<file path="config.mk">
export PLATFORM = sky130hd
export DESIGN_NAME = accel_lease_arbiter
export DESIGN_NICKNAME = d
export VERILOG_FILES = /design/src/rtl/accel_pkg.sv /design/src/rtl/rr_pick.sv /design/src/rtl/accel_lease_arbiter.sv
export SDC_FILE = /design/constraint.sdc
export NUM_CORES = 1
export LEC_CHECK = 0
export CAP_MARGIN = 20
export CELL_PAD_IN_SITES_DETAIL_PLACEMENT = 1
export CELL_PAD_IN_SITES_GLOBAL_PLACEMENT = 1
export CORE_ASPECT_RATIO = 0.6
export CORE_UTILIZATION = 30
export DETAILED_ROUTE_END_ITERATION = 16
export PLACE_DENSITY = 0.55
export SETUP_SLACK_MARGIN = 0.05
export SLEW_MARGIN = 20
export SYNTH_ARGS = -nofsm -noshare
export SYNTH_HDL_FRONTEND = slang
export SYNTH_HIERARCHICAL = 1
export SYNTH_SLANG_ARGS = --single-unit
</file>
<file path="constraint.sdc">
create_clock -name clk -period 2.6 [get_ports clk]
set_input_delay 0.52 -clock clk [delete_from_list [all_inputs] [get_ports clk]]
set_output_delay 0.52 -clock clk [all_outputs]
set_load 0.02 [all_outputs]
</file>
<file path="src/rtl/accel_pkg.sv">
// Shared types and defaults for the accelerator lease arbiter.
package accel_pkg;

  typedef enum logic [1:0] {
    IDLE  = 2'd0,
    GRANT = 2'd1,
    FLUSH = 2'd2
  } lease_state_e;

  localparam int LEASE_TIMEOUT_DEF = 1024;
  localparam int FLUSH_CYCLES_DEF  = 4;

  // Index/counter width that never collapses to zero bits.
  function automatic int clog2_min1(input int n);
    return (n > 1) ? $clog2(n) : 1;
  endfunction

endpackage

</file>
<file path="src/rtl/rr_pick.sv">
// Combinational round-robin selector: first set bit of req above last, wrapping.
module rr_pick
  import accel_pkg::*;
#(
  parameter  int N    = 2,
  localparam int ID_W = clog2_min1(N)
) (
  input  logic [N-1:0]    req,
  input  logic [ID_W-1:0] last,
  output logic [ID_W-1:0] sel,
  output logic            any
);

  logic [ID_W-1:0] cand;

  always_comb begin
    // NOTE: every variable gets a default before any conditional assignment,
    // otherwise the tools infer a latch to hold the old value.
    sel  = '0;
    any  = 1'b0;
    cand = '0;
    // Walk from the farthest offset down so the nearest requester wins.
    for (int off = N; off >= 1; off--) begin
      cand = ID_W'((int'(last) + off) % N);
      if (req[cand]) begin
        any = 1'b1;
        sel = cand;
      end
    end
  end

endmodule

</file>
<file path="src/rtl/accel_lease_arbiter.sv">
// Round-robin lease arbiter for the shared encryption accelerator, with an
// idle watchdog and a mandatory accelerator flush after every lease.
module accel_lease_arbiter
  import accel_pkg::*;
#(
  parameter  int N_CLIENTS     = 2,
  parameter  int LEASE_TIMEOUT = LEASE_TIMEOUT_DEF,
  parameter  int FLUSH_CYCLES  = FLUSH_CYCLES_DEF,
  localparam int ID_W          = clog2_min1(N_CLIENTS)
) (
  input  logic                 clk,
  input  logic                 rst,
  input  logic [N_CLIENTS-1:0] req_i,
  input  logic [N_CLIENTS-1:0] rel_i,
  input  logic [N_CLIENTS-1:0] act_i,
  output logic [N_CLIENTS-1:0] gnt_o,
  output logic [ID_W-1:0]      owner_o,
  output logic                 busy_o,
  output logic                 accel_rst_o,
  output logic                 timeout_o,
  output logic [ID_W-1:0]      timeout_id_o
);

  localparam int WD_W = clog2_min1(LEASE_TIMEOUT);
  localparam int FC_W = clog2_min1(FLUSH_CYCLES);

  localparam logic [WD_W-1:0]      WD_MAX = WD_W'(LEASE_TIMEOUT - 1);
  localparam logic [FC_W-1:0]      FC_MAX = FC_W'(FLUSH_CYCLES - 1);
  localparam logic [N_CLIENTS-1:0] ONE    = N_CLIENTS'(1);

  lease_state_e           state_q, state_d;
  logic [N_CLIENTS-1:0]   gnt_q, gnt_d;
  logic [ID_W-1:0]        owner_q, owner_d;
  logic                   busy_q, busy_d;
  logic                   accel_rst_q, accel_rst_d;
  logic                   timeout_q, timeout_d;
  logic [ID_W-1:0]        timeout_id_q, timeout_id_d;
  logic [ID_W-1:0]        last_q, last_d;
  logic [WD_W-1:0]        wd_q, wd_d;
  logic [FC_W-1:0]        flush_cnt_q, flush_cnt_d;

  logic [ID_W-1:0] pick_sel;
  logic            pick_any;

  logic own_req, own_rel, own_act, wd_expire, lease_end, reclaim;

  rr_pick #(.N(N_CLIENTS)) u_rr_pick (
    .req  (req_i),
    .last (last_q),
    .sel  (pick_sel),
    .any  (pick_any)
  );

  // Only the owner's strobes matter; everyone else's are don't-cares.
  assign own_req   = req_i[owner_q];
  assign own_rel   = rel_i[owner_q];
  assign own_act   = act_i[owner_q];
  assign wd_expire = (wd_q == WD_MAX) && !own_act;
  assign lease_end = own_rel || !own_req || wd_expire;
  assign reclaim   = wd_expire && !own_rel && own_req;

  always_comb begin
    state_d      = state_q;
    gnt_d        = gnt_q;
    owner_d      = owner_q;
    busy_d       = busy_q;
    accel_rst_d  = accel_rst_q;
    timeout_d    = 1'b0;
    timeout_id_d = timeout_id_q;
    last_d       = last_q;
    wd_d         = wd_q;
    flush_cnt_d  = flush_cnt_q;

    unique case (state_q)
      IDLE: begin
        if (pick_any) begin
          state_d = GRANT;
          gnt_d   = ONE << pick_sel;
          owner_d = pick_sel;
          busy_d  = 1'b1;
          last_d  = pick_sel;
          wd_d    = '0;
        end
      end

      GRANT: begin
        if (lease_end) begin
          state_d     = FLUSH;
          gnt_d       = '0;
          busy_d      = 1'b0;
          accel_rst_d = 1'b1;
          flush_cnt_d = '0;
          if (reclaim) begin
            timeout_d    = 1'b1;
            timeout_id_d = owner_q;
          end
        end else begin
          wd_d = own_act ? '0 : wd_q + 1'b1;
        end
      end

      FLUSH: begin
        if (flush_cnt_q == FC_MAX) begin
          state_d     = IDLE;
          accel_rst_d = 1'b0;
        end else begin
          flush_cnt_d = flush_cnt_q + 1'b1;
        end
      end

      default: begin
        state_d     = FLUSH;
        gnt_d       = '0;
        busy_d      = 1'b0;
        accel_rst_d = 1'b1;
        flush_cnt_d = '0;
      end
    endcase
  end

  // Reset lands in FLUSH so the accelerator is always scrubbed before a grant.
  always_ff @(posedge clk or posedge rst) begin
    if (rst) begin
      state_q      <= FLUSH;
      gnt_q        <= '0;
      owner_q      <= '0;
      busy_q       <= 1'b0;
      accel_rst_q  <= 1'b1;
      timeout_q    <= 1'b0;
      timeout_id_q <= '0;
      last_q       <= ID_W'(N_CLIENTS - 1);
      wd_q         <= '0;
      flush_cnt_q  <= '0;
    end else begin
      // NOTE: non-blocking assignments so every register samples the
      // pre-edge values, independent of statement order.
      state_q      <= state_d;
      gnt_q        <= gnt_d;
      owner_q      <= owner_d;
      busy_q       <= busy_d;
      accel_rst_q  <= accel_rst_d;
      timeout_q    <= timeout_d;
      timeout_id_q <= timeout_id_d;
      last_q       <= last_d;
      wd_q         <= wd_d;
      flush_cnt_q  <= flush_cnt_d;
    end
  end

  assign gnt_o        = gnt_q;
  assign owner_o      = owner_q;
  assign busy_o       = busy_q;
  assign accel_rst_o  = accel_rst_q;
  assign timeout_o    = timeout_q;
  assign timeout_id_o = timeout_id_q;

endmodule

</file>
==> run summary <==
run status - finished, final reports clean
die span in x - 80.79 µm
post-CTS setup buffers - 0
first-pass GRT wire length - 4602 µm
post-layout minimum cycle time - 2.202 ns
total negative slack - 0 ns
Total Routing Usage GR - 15.87%
number of flops mapped to enable cells by yosys - 0
Initial Utilization - 32.83%
count of unresolved DRC violations after routing - 0
Setup Viol. Count Final - 0
simple-gate portion of the synthesized area - 17.81%
PwrDens - 861.2 mW/mm²
DIE AREA - 0.003980 mm²
share of post-route cells with drive strength above 1 - 17.42%
post-synth top area share - 42.55%
final-layout fill cell count - 387
synthesized netlist net count - 120
maximum buffer depth of the clock tree - 2
top cell type by total area after synthesis - sky130_fd_sc_hd__dfrtp_1
die boundary height - 49.27 µm
ys flop type - sky130_fd_sc_hd__dfrtp_1
fraction of synthesized cell area in xor and xnor cells - 0%
final number of hold-violating endpoints - 0
signal arrival time at the worst endpoint - 2.36 ns
Synth warnings - 6
routed vias - 930
proportion of register bits with asynchronous set or reset after synthesis - 100.0%
dominant cells by area after synthesis - sky130_fd_sc_hd__dfrtp_1 (43%), sky130_fd_sc_hd__a31oi_1 (7.3%), sky130_fd_sc_hd__dfstp_2 (7.1%)
Synth cell types - 35
average wire per cell in the routed design - 15.43 µm
leakage power - 0.5812 nW
Setup crit start - act_i[1]
r2r setup slk - 0.56 ns
max-slew violation total from the final report - 0
remaining antenna violation count after routing - 0
fin crit share - 84.68%
worst-case reg-to-reg path depth - 4
worst skew pair latency - 0.27 ns
Netlist Area Pre-Place - 0.001117 mm²
number of sinks driven by the clock tree - 22
starting DRC count in detailed routing - 38
cells after synthesis - 110
Synth Area in Adders - 2.240%
Worst Hold Path Cells - 2
Post-Route WL - 2731 µm
CP Data Required Time - 2.76 ns
Hold WC Path Type - reg2reg
multiplexer share of the synthesized area - 7.055%
Startpoint Class - input pin
maximum net fanout on the critical path - 6
reg-to-reg critical path startpoint - owner_o
input/output buffers - 14
type of the setup path with the least slack - in2reg
number of antenna violations at the first check in global routing - 0
unrepaired setup endpoints after global routing - false
timing endpoint of the critical path - timeout_id_o
Ant. Diodes - 0
Max Cap Viol - 0
relative area change from synthesis to final layout - 25.20%
largest family of logic cells by synthesized area - compound AO/OA/AOI/OAI gates
clock tree from TritonCTS - done
sequential fraction of the synthesis area - 49.61%
peak supply drop - 485.7 µV
Yosys reg bits - 22
H-tree depth - 1
core region area - 0.003403 mm²
grt total ovfl - 0
transition at the pin with the smallest max-transition slack - 0.3844 ns
end of the worst register-to-register path - timeout_id_o
Clk pin slew, worst setup/hold paths - 0.08 ns
total I/O pin count - 15
root buffer selected by CTS - sky130_fd_sc_hd__clkbuf_8
number of gates resized after CTS - 0
compound-cell area share of the yosys netlist - 19.26%
detailed placer's ending HPWL - 2039 µm
fin nets - 143
post-detailed-placement cell area - 0.001344 mm²
synthesized area per cell - 10.16 µm²
peak clock frequency supported by timing - 454.2 MHz
summed area of non-filler cells in the final layout - 0.001399 mm²
largest net degree at the start of global routing - 23
CTS Hold Bufs - 0
vias in the first global route - 904
crit end category - flop
worst slew slack as a fraction of its limit - 74.32%
final setup skew - 0.006843 ns
vias per cell - 5.254
row count - 16
number of clock buffers inserted by TritonCTS - 3
Pre-Repair DR Iteration Count - 2
Routability Congestion - 0.7014
## area by class of cell
| class | count | area (µm²) | area share [%] |
|---|---|---|---|
| Tap cell | 45 | 56.30 | 4.025 |
| Sequential cell | 22 | 554.3 | 39.62 |
| Multi-Input combinational cell | 78 | 518.0 | 37.03 |
| Inverter | 8 | 30.03 | 2.147 |
| Clock buffer | 4 | 55.05 | 3.936 |
| Timing Repair Buffer | 20 | 185.2 | 13.24 |
## flip-flops by register name, indices dropped and copies added, names as in the netlist
register	cells
last_q	1
gnt_o	2
accel_rst_o	1
timeout_id_o	1
owner_o	1
state_q	2
busy_o	1
wd_q	10
timeout_o	1
flush_cnt_q	2
## metal layers
layer | vias to the layer above | track usage, % | wire, µm
li1 | 446 | - | -
met1 | 472 | 24.05 | 1466
met2 | 10 | 21.89 | 1169
met3 | 2 | 5.047 | 91
met4 | 0 | 2.679 | 4
met5 | - | 0 | 0
## synth_stat cells (all sizes together), types with 2 or more instances
| cell type | n |
|---|---|
| a21oi | 4 |
| a31oi | 13 |
| and2 | 2 |
| dfrtp | 19 |
| dfstp | 3 |
| ha | 2 |
| inv | 8 |
| mux2 | 4 |
| mux2i | 3 |
| nand2 | 8 |
| nand2b | 2 |
| nand3 | 5 |
| nand3b | 2 |
| nor2 | 7 |
| nor2b | 2 |
| o21ai | 6 |
| o2bb2ai | 5 |
| or3 | 2 |
## stage by stage
stage / power (W) / utilization [%] / hold slack, ns / std cells / setup slack, ns
5_1_grt: 0.001289 / 41.10 / 0.5036 / 177 / 0.3657
4_1_cts: 0.001222 / 41.10 / 0.4829 / 177 / 0.4064
6_report: 0.001205 / 41.10 / 0.4801 / 177 / 0.3982
2_1_floorplan: 0.0007859 / - / 0.4506 / 110 / 0.5882
3_3_place_gp: 0.0009529 / 39.49 / 0.4562 / 173 / 0.1514
3_5_place_dp: 0.0009623 / 39.49 / 0.4715 / 173 / 0.1171
## critical path: stages
cell and delay (ns):
sky130_fd_sc_hd__clkdlybuf4s50_1 0.43, sky130_fd_sc_hd__mux2_4 0.31, sky130_fd_sc_hd__or4_4 0.54, sky130_fd_sc_hd__and2b_2 0.25, sky130_fd_sc_hd__mux2_2 0.32
## placed cells by master (no fill, tap or decap), drive strengths merged
cell           count
dfrtp             19
clkdlybuf4s50     14
a31oi             13
nand2              8
inv                8
nor2               7
buf                6
o21ai              6
nand3              5
o2bb2ai            5
clkbuf             4
a21oi              4
mux2               4
mux2i              3
dfstp              3
nor2b              2
nand3b             2
nand2b             2
and2               2
or3                2
ha                 2
nand4              1
or4                1
or3b               1
and3               1
a211o              1
o211ai             1
a211oi             1
nor3               1
and2b              1
or2                1
a21boi             1
## cells by family (layout without fill, tap and decap cells)
logic type | Yosys count | after routing
adders and majority gates | 2 | 2
and+or+nand+nor | 37 | 37
buffers and inverters | 10 | 32
DFF | 22 | 22
muxes | 7 | 7
AOI/OAI and AO/OA | 32 | 32
## worst min-delay path by stage
stage          slack [ns]           to         from
4_1_cts              0.48  accel_rst_o  accel_rst_o
2_1_floorplan        0.45      wd_q[9]      wd_q[9]
3_5_place_dp         0.47  accel_rst_o  accel_rst_o
5_1_grt              0.50  accel_rst_o  accel_rst_o
6_report             0.48  accel_rst_o  accel_rst_o
3_3_place_gp         0.46  accel_rst_o  accel_rst_o
## where the power goes
group          switching [W]  internal, W
clock               0.000116     0.000135
sequential         0.0000801     0.000439
combinational       0.000230     0.000204
Power figures use the tool's default switching activity.
